### src/rtl/matrix_result_writer.sv
// matrix_result_writer: single write master for matrix op results.
// Writes the block header, then streams elements into the data region.

package matrix_pkg;
    localparam int MATRIX_BLOCK_SIZE     = 256;
    localparam int MATRIX_ADDR_WIDTH     = 11;
    localparam int MATRIX_DATA_WIDTH     = 32;
    localparam int MATRIX_METADATA_WORDS = 4;
endpackage

module matrix_result_writer
    import matrix_pkg::*;
#(
    parameter int BLOCK_SIZE = MATRIX_BLOCK_SIZE,
    parameter int ADDR_WIDTH = MATRIX_ADDR_WIDTH,
    parameter int DATA_WIDTH = MATRIX_DATA_WIDTH,
    parameter int META_WORDS = MATRIX_METADATA_WORDS
) (
    input  logic                  clk,
    input  logic                  rst_n,
    input  logic                  write_request,
    output logic                  write_ready,
    input  logic [2:0]            matrix_id,
    input  logic [7:0]            actual_rows,
    input  logic [7:0]            actual_cols,
    input  logic [0:7][7:0]       matrix_name,
    input  logic [DATA_WIDTH-1:0] data_in,
    input  logic                  data_valid,
    output logic                  writer_ready,
    output logic                  write_done,
    output logic                  write_error,
    output logic                  mem_we,
    output logic [ADDR_WIDTH-1:0] mem_addr,
    output logic [DATA_WIDTH-1:0] mem_wdata
);

    localparam int KW = $clog2(META_WORDS + 1);
    localparam int CAP = BLOCK_SIZE - META_WORDS;

    typedef enum logic [1:0] {
        IDLE,
        META,
        STREAM,
        DONE
    } state_t;

    state_t state, state_d;

    logic [2:0]            id_q;
    logic [7:0]            rows_q;
    logic [7:0]            cols_q;
    logic [0:7][7:0]       name_q;
    logic [15:0]           count_q;
    logic [15:0]           idx_q;
    logic [KW-1:0]         meta_k;
    logic                  err_q;

    logic [15:0]           cnt_in;
    logic                  err_in;
    logic [ADDR_WIDTH-1:0] base;
    logic [DATA_WIDTH-1:0] hdr_word;
    logic                  meta_last;
    logic                  elem_last;

    assign cnt_in = 16'(actual_rows) * 16'(actual_cols);
    assign err_in = (cnt_in == 16'd0) ||
                    ({16'd0, cnt_in} > 32'(CAP));
    assign base = ADDR_WIDTH'(32'(id_q) * 32'(BLOCK_SIZE));
    assign meta_last = (meta_k == KW'(META_WORDS - 1));
    assign elem_last = (idx_q == count_q - 16'd1);

    // State register.
    always_ff @(posedge clk or negedge rst_n) begin
        if (!rst_n) state <= IDLE;
        else        state <= state_d;
    end

    // Request latch, header/element counters and error flag.
    always_ff @(posedge clk or negedge rst_n) begin
        if (!rst_n) begin
            id_q    <= '0;
            rows_q  <= '0;
            cols_q  <= '0;
            name_q  <= '0;
            count_q <= '0;
            idx_q   <= '0;
            meta_k  <= '0;
            err_q   <= 1'b0;
        end else begin
            unique case (state)
                IDLE: begin
                    if (write_request) begin
                        id_q    <= matrix_id;
                        rows_q  <= actual_rows;
                        cols_q  <= actual_cols;
                        name_q  <= matrix_name;
                        count_q <= cnt_in;
                        idx_q   <= '0;
                        meta_k  <= '0;
                        err_q   <= err_in;
                    end
                end
                META: meta_k <= meta_k + KW'(1);
                STREAM: begin
                    if (data_valid) idx_q <= idx_q + 16'd1;
                end
                DONE: err_q <= 1'b0;
                default: err_q <= 1'b0;
            endcase
        end
    end

    // Header word selected by the header counter.
    always_comb begin
        hdr_word = '0;
        unique case (1'b1)
            (meta_k == KW'(0)):
                hdr_word = DATA_WIDTH'({rows_q, cols_q});
            (meta_k == KW'(1)):
                hdr_word = DATA_WIDTH'({name_q[3], name_q[2],
                                        name_q[1], name_q[0]});
            (meta_k == KW'(2)):
                hdr_word = DATA_WIDTH'({name_q[7], name_q[6],
                                        name_q[5], name_q[4]});
            default: hdr_word = '0;
        endcase
    end

    // Next state and all outputs.
    always_comb begin
        state_d      = state;
        write_ready  = 1'b0;
        writer_ready = 1'b0;
        write_done   = 1'b0;
        write_error  = 1'b0;
        mem_we       = 1'b0;
        mem_addr     = '0;
        mem_wdata    = '0;
        unique case (state)
            IDLE: begin
                write_ready = 1'b1;
                if (write_request) state_d = err_in ? DONE : META;
            end
            META: begin
                mem_we    = 1'b1;
                mem_addr  = base + ADDR_WIDTH'(meta_k);
                mem_wdata = hdr_word;
                if (meta_last) state_d = STREAM;
            end
            STREAM: begin
                writer_ready = 1'b1;
                mem_we       = data_valid;
                mem_addr     = base + ADDR_WIDTH'(META_WORDS)
                             + ADDR_WIDTH'(idx_q);
                mem_wdata    = data_in;
                if (data_valid && elem_last) state_d = DONE;
            end
            DONE: begin
                write_done  = 1'b1;
                write_error = err_q;
                state_d     = IDLE;
            end
            default: state_d = IDLE;
        endcase
    end

endmodule

### config.mk
export PLATFORM = sky130hd
export DESIGN_NAME = matrix_result_writer
export DESIGN_NICKNAME = d
export VERILOG_FILES = /design/src/rtl/matrix_result_writer.sv
export SDC_FILE = /design/constraint.sdc
export NUM_CORES = 1
export LEC_CHECK = 0
export CAP_MARGIN = 20
export CORE_UTILIZATION = 40
export DETAILED_ROUTE_END_ITERATION = 7
export PLACE_DENSITY = 0.69
export SLEW_MARGIN = 10
export SYNTH_ARGS = -nofsm -noshare
export SYNTH_HDL_FRONTEND = slang
export SYNTH_SLANG_ARGS = --single-unit
### constraint.sdc
create_clock -name clk -period 4.6 [get_ports clk]
set_input_delay 0.69 -clock clk [delete_from_list [all_inputs] [get_ports clk]]
set_output_delay 0.69 -clock clk [all_outputs]
set_load 0.005 [all_outputs]
==> results of run 1 <==
==> sequential cells by signal, indices dropped and copies added (netlist names) <==
register / flops
name_q: 64
err_q: 1
id_q: 3
meta_k: 3
state: 2
rows_q: 8
count_q: 16
idx_q: 16
cols_q: 8
==> through the flow <==
step                      area (um2)  util, %  setup WS (ns)
after floorplan                 8650        -       -0.00384
after global placement         10900     52.0         -0.725
after detailed placement       10900     52.0         -0.796
after CTS                      11500     54.9        0.00144
after global routing           11600     55.3         0.0177
final                          11600     55.3          0.143
==> cell type report <==
type	instances	area, um2
timing repair buffer	232	2110
multi-input combinational	632	5360
clock inverter	13	123
fill	1847	9390
inverter	61	229
sequential	121	3030
clock buffer	18	439
tap	275	344
==> cell families after synthesis <==
kind of cell | share of synthesized area [%]
buf+inv | 4.82
simple gates | 14.5
mux | 13.1
compound gates | 11.6
xor+xnor | 5.10
fa+ha+maj | 15.7
flops | 35.3
==> report_power, final <==
part           internal [mW]  leakage, nW  switching, mW  total (mW)
Combinational          0.941         3.65          0.761        1.70
Sequential              1.09         1.67         0.0580        1.15
Clock                  0.758        0.265          0.504        1.26
Total                   2.79         5.59           1.32        4.11
==> placed cells by master, fill, tap and decap left out, drive strengths merged, types with 7 or more instances in the layout <==
master,netlist,routed
clkdlybuf4s50,0,149
dfrtp,121,121
mux2,96,96
nand2,81,81
buf,11,70
inv,61,64
o21ai,55,55
and2,54,54
ha,50,50
a21oi,37,37
fa,36,36
nor2,32,32
xnor2,28,28
clkbuf,33,28
xor2,22,22
a22oi,19,19
a22o,19,19
nor2b,10,10
nand3,9,9
and3,8,8
nand4,7,7
nor3,7,7
nor4,7,7
==> what timing repair did <==
action | 4_1_cts | 5_1_grt
endpoints found under the setup margin | 7 | 6
setup buffers | 0 | 4
gates resized for setup | 33 | 57
pin swaps | 8 | 24
endpoints found under the hold margin | 0 | 0
==> worst min-delay path by stage <==
| stage | to | from | slack [ns] |
|---|---|---|---|
| after floorplan | cols_q[0]$_DFFE_PN0P_ | rst_n | 0.39 |
| after global placement | name_q[20]$_DFFE_PN0P_ | name_q[20]$_DFFE_PN0P_ | 0.49 |
| after detailed placement | name_q[36]$_DFFE_PN0P_ | name_q[36]$_DFFE_PN0P_ | 0.49 |
| after CTS | name_q[6]$_DFFE_PN0P_ | rst_n | 0.39 |
| after global routing | name_q[6]$_DFFE_PN0P_ | rst_n | 0.43 |
| final | name_q[45]$_DFFE_PN0P_ | rst_n | 0.37 |
==> metal layers <==
metal	vias to the layer above	wire length (um)	global-route usage, %
met5	-	0	0
met4	0	301	5.00
met3	19	727	3.07
met2	153	10500	33.3
met1	3328	9910	27.2
li1	3370	-	-
==> worst max-delay path, cell delays in order <==
cell,delay [ns]
clkdlybuf4s15_1,0.22
and2_4,0.16
fa_1,0.50
fa_1,0.51
fa_1,0.49
inv_1,0.05
fa_1,0.49
inv_2,0.05
ha_4,0.16
nor4_4,0.28
o21ai_2,0.10
a31o_2,0.26
a21oi_2,0.17
xnor2_2,0.15
nor2_1,0.07
and4b_1,0.20
o31ai_1,0.22
==> results.yml, run 1 <==
worst_setup_path:
  critPathKind: "in -> reg"
  crit_arrival_ns: 4.77
  crit_end: "err_q$_DFFE_PN0P_"
  r2r_cells: 5
  reg2reg_to: "idx_q[7]$_DFFE_PN0P_"
  required_ns: 4.91
  crit_start: "actual_rows[7]"
  crit_path_start_kind: "primary input"
  crit_path_end_kind: "flip-flop"
  path_max_fanout: 3
  timing.rr.start: "state[1]$_DFFE_PN0P_"
  r2r_setup_slack_ns: 1.84
pwr:
  irDropWorstVdd_uv: 220
  finalPower_mw: 4.11
  p_leak_nw: 5.59
  p_per_area_nw_per_um2: 353
synth:
  synth_async_sr_flop_share_pct: 100
  yosys-top-cells-count: "121 x dfrtp_1, 94 x mux2_2, 81 x nand2_1"
  avgSynthCellArea_um2: 10.0
  yosys_most_used_dff: "dfrtp_1"
  synth_edf_count: 0
  synth.most_common_cell: "dfrtp_1"
  synth_area_um2: 8590
  synth_top_area_cell: "dfrtp_1"
  syn_inst: 858
  synthTopCellsByArea: "dfrtp_1 35%, mux2_2 12%, fa_1 8.4%"
  ys_ff_latch: 121
  synthesis.nets: 1063
  ys_seq_area_share_pct: 35.3
  yosys_warnings: 0
  synth_top_area_share_pct: 35.3
  yosysUniqueCellTypes: 62
timing:
  max_freq_ghz: 0.224
  hold_viol_final: 0
  tightest_slew_ns: 0.857
  tns_ns: 0
  slew_viol_final: 0
  grt_setup_unrepaired: "no"
  post-route-period-util_pct: 96.9
  whs_ns: 0.369
  skew_ns: 0.00766
  finalSetupViolCount: 0
  maxSlewHeadroom_pct: 42.7
  fin_crit_ns: 4.46
detailed_routing:
  wl_um: 21500
  ant_nets: 0
  wl_per_cell_um: 15.9
  routed_via_density: 5.08
  drt_pass1_iterations: 4
  drc: 0
  vias: 6870
  drt_iter0_drc: 309
place:
  place.gp.congestion: 0.841
  io_buffers: 166
  dp_cells: 1317
  dp_hpwl_um: 16000
die:
  rows: 53
  initial_core_util_pct: 40.9
  num_io_pins: 167
  die_w_um: 149
  die_y_um: 149
  die_area_um2: 22100
  coreArea_um2: 21000
global_routing:
  grt_antenna_before_repair: 1
  grt_pass1_wl_um: 35400
  grt_overflow: 0
  grt_pass1_vias: 7001
  globalRouteTotalUtil_pct: 20.1
  grt_max_degree: 66
finish:
  fin_nets: 1270
  final_cells: 1352
  drive_above_1_share_pct: 23.2
  n_antenna_cell: 0
  areaGrowthSynthToFinish_pct: 35.4
outcome:
  outcome: "complete, no violations"
min_path:
  hold_path_class: "in -> async"
clock_network:
  htree_levels: 4
  cts_buffers: 17
  cts_hold_buffers: 0
  clkLatencyLatePin_ns: 0.41
  cts.sinks: 121
  cts_max_path_buffers: 2
  cts_tree: "yes"
  clockRootBuffer: "clkbuf_16"
  cts.clk_slew.worst_paths_ns: 0.06
job:
  drv_cap: 0
(Power assumes the default switching activity.)
==> inputs of run 2 (changes only) <==
Settings changed: RECOVER_POWER set to 100.
==> results.yml, run 2 (synthesis gave the netlist of run 1 again) <==
pwr:
  p_per_area_nw_per_um2: 353
  irDropWorstVdd_uv: 220
  p_comb_share_pct: 41.1
  p_int_mw: 2.77
  p_leak_nw: 5.61
  p_sw_share_pct: 32.3
  pwr-share-seq_pct: 28.0
  p_clk_share_pct: 30.9
  switchingPower_mw: 1.32
  finalPower_mw: 4.09
finish:
  most-common-layout-cells: "121 x dfrtp_1, 109 x clkdlybuf4s50_1, 94 x mux2_2"
  fin_nets: 1270
  fillCellCount: 1850
  n_antenna_cell: 0
  final_area_um2: 11600
  final_core_util_pct: 55.2
  mostFrequentLayoutCell: "dfrtp_1"
  largest_reg_flops: 64
  top_register: "name_q"
  drive_above_1_share_pct: 22.9
  reg.largest.list: "name_q (64), count_q (16), idx_q (16)"
  areaGrowthSynthToFinish_pct: 35.1
  final_cells: 1352
detailed_routing:
  drt_pass1_iterations: 4
  routed_via_density: 5.09
  wl_per_cell_um: 15.9
  ant_nets: 0
  drt_iter0_drc: 309
  drc: 0
  vias: 6884
  wl_um: 21400
clock_network:
  cts.sinks: 121
  clkLatencyLatePin_ns: 0.41
  cts_hold_buffers: 0
  cts_buffers: 17
  htree_levels: 4
  clockRootBuffer: "clkbuf_16"
  cts_tree: "yes"
  cts.clk_slew.worst_paths_ns: 0.06
  cts_max_path_buffers: 2
timing:
  maxSlewHeadroom_pct: -129
  grt_setup_unrepaired: "no"
  tns_ns: 0
  fin_crit_ns: 4.46
  max_freq_ghz: 0.224
  slew_viol_final: 66
  finalSetupViolCount: 0
  post-route-period-util_pct: 96.9
  skew_ns: 0.00770
  hold_viol_final: 0
  tightest_slew_ns: 3.43
place:
  place.gp.congestion: 0.841
  io_buffers: 166
  dp_hpwl_um: 16000
  placed_cell_area_um2: 10900
  dp_cells: 1317
worst_setup_path:
  crit_arrival_ns: 4.77
  required_ns: 4.91
  crit_top_cell: "fa_1"
  path_max_fanout: 3
  crit_path_end_kind: "flip-flop"
  crit_family: "adder cells"
  slowest_delay_ns: 0.51
  worst-path-buf-inv: 3
  crit_path_cell_trace: "clkdlybuf4s15_1 -> and2_4 -> fa_1 -> fa_1 -> fa_1 -> inv_1 -> fa_1 -> inv_2 -> ha_4 -> nor4_4 -> o21ai_2 -> a31o_2 -> a21oi_2 -> xnor2_2 -> nor2_1 -> and4b_1 -> o31ai_1"
  slowest_stage: "fa_1"
  critPathKind: "in -> reg"
  crit_path_start_kind: "primary input"
die:
  coreArea_um2: 21000
  die_w_um: 149
  die_y_um: 149
  num_io_pins: 167
  rows: 53
  die_area_um2: 22100
  initial_core_util_pct: 40.9
global_routing:
  grt_max_degree: 66
  grt_antenna_before_repair: 1
  grt_pass1_wl_um: 35400
  grt_overflow: 0
  grt_pass1_vias: 7001
  globalRouteTotalUtil_pct: 20.1
outcome:
  outcome: "finished, violations left"
  violations: "max-capacitance violations, max-slew violations"
job:
  drv_cap: 1
min_path:
  hold_path_class: "reg -> reg"
run 2: worst paths after layout:
check | startpoint | end | slack [ns] | depth (start not counted)
worst max-delay path | actual_rows[7] | err_q$_DFFE_PN0P_ | 0.14 | 17
worst min-delay path | name_q[40]$_DFFE_PN0P_ | name_q[40]$_DFFE_PN0P_ | 0.50 | 1
worst max register to register | state[0]$_DFFE_PN0P_ | name_q[17]$_DFFE_PN0P_ | 1.50 | 5
worst min register to register | name_q[40]$_DFFE_PN0P_ | name_q[40]$_DFFE_PN0P_ | 0.50 | 1
max in group asynchronous | rst_n | idx_q[4]$_DFFE_PN0P_ | 0.84 | 2
min in group asynchronous | rst_n | name_q[45]$_DFFE_PN0P_ | 1.43 | 1
run 2: repair_timing:
item	in CTS	in global routing
gates cloned	0	0
setup endpoints to repair	7	6
pin swaps	8	24
buffers inserted	0	4
resized for setup	33	57
run 2: stage by stage:
| stage | worst slack (ns) | hold slack [ns] |
|---|---|---|
| floorplan | -0.00384 | 0.394 |
| global placement | -0.725 | 0.487 |
| detailed placement | -0.796 | 0.494 |
| CTS | 0.00144 | 0.394 |
| global route | 0.0177 | 0.519 |
| finish | 0.144 | 0.505 |
run 2: cell type report:
cell class | instances | area, um2 | share of cell area [%]
Inverter | 61 | 229 | 1.97
Sequential cell | 121 | 3030 | 26.1
Timing Repair Buffer | 232 | 2090 | 18.0
Clock buffer | 18 | 439 | 3.79
Tap cell | 275 | 344 | 2.97
Multi-Input combinational cell | 632 | 5350 | 46.1
Clock inverter | 13 | 123 | 1.06
run 2: power by group through the flow:
| stage | clock [mW] | combinational (mW) | sequential [mW] |
|---|---|---|---|
| after floorplan | 0 | 0.879 | 1.13 |
| after CTS | 1.29 | 1.56 | 1.15 |
| after detailed placement | 0 | 1.51 | 1.17 |
| after global placement | 0 | 1.49 | 1.16 |
| final | 1.26 | 1.68 | 1.15 |
| after global routing | 1.34 | 1.87 | 1.15 |
run 2: worst reg2reg max path: cells and delay by family, from the launching register on:
family	cells	cell delay [ns]
fa+ha+maj	1	0.38
buf+inv	2	1.08
flops	1	0.41
mux	1	0.45
simple gates	1	0.67
run 2: routing by layer:
layer  share of wire [%]  global-route usage, %  vias up  wire [um]
li1                    -                      -     3372          -
met1                  46                   27.2     3344       9890
met2                  49                   33.3      147      10500
met3                 3.6                   3.07       21        768
met4                 1.4                   5.00        0        310
met5                   0                      0        -          0
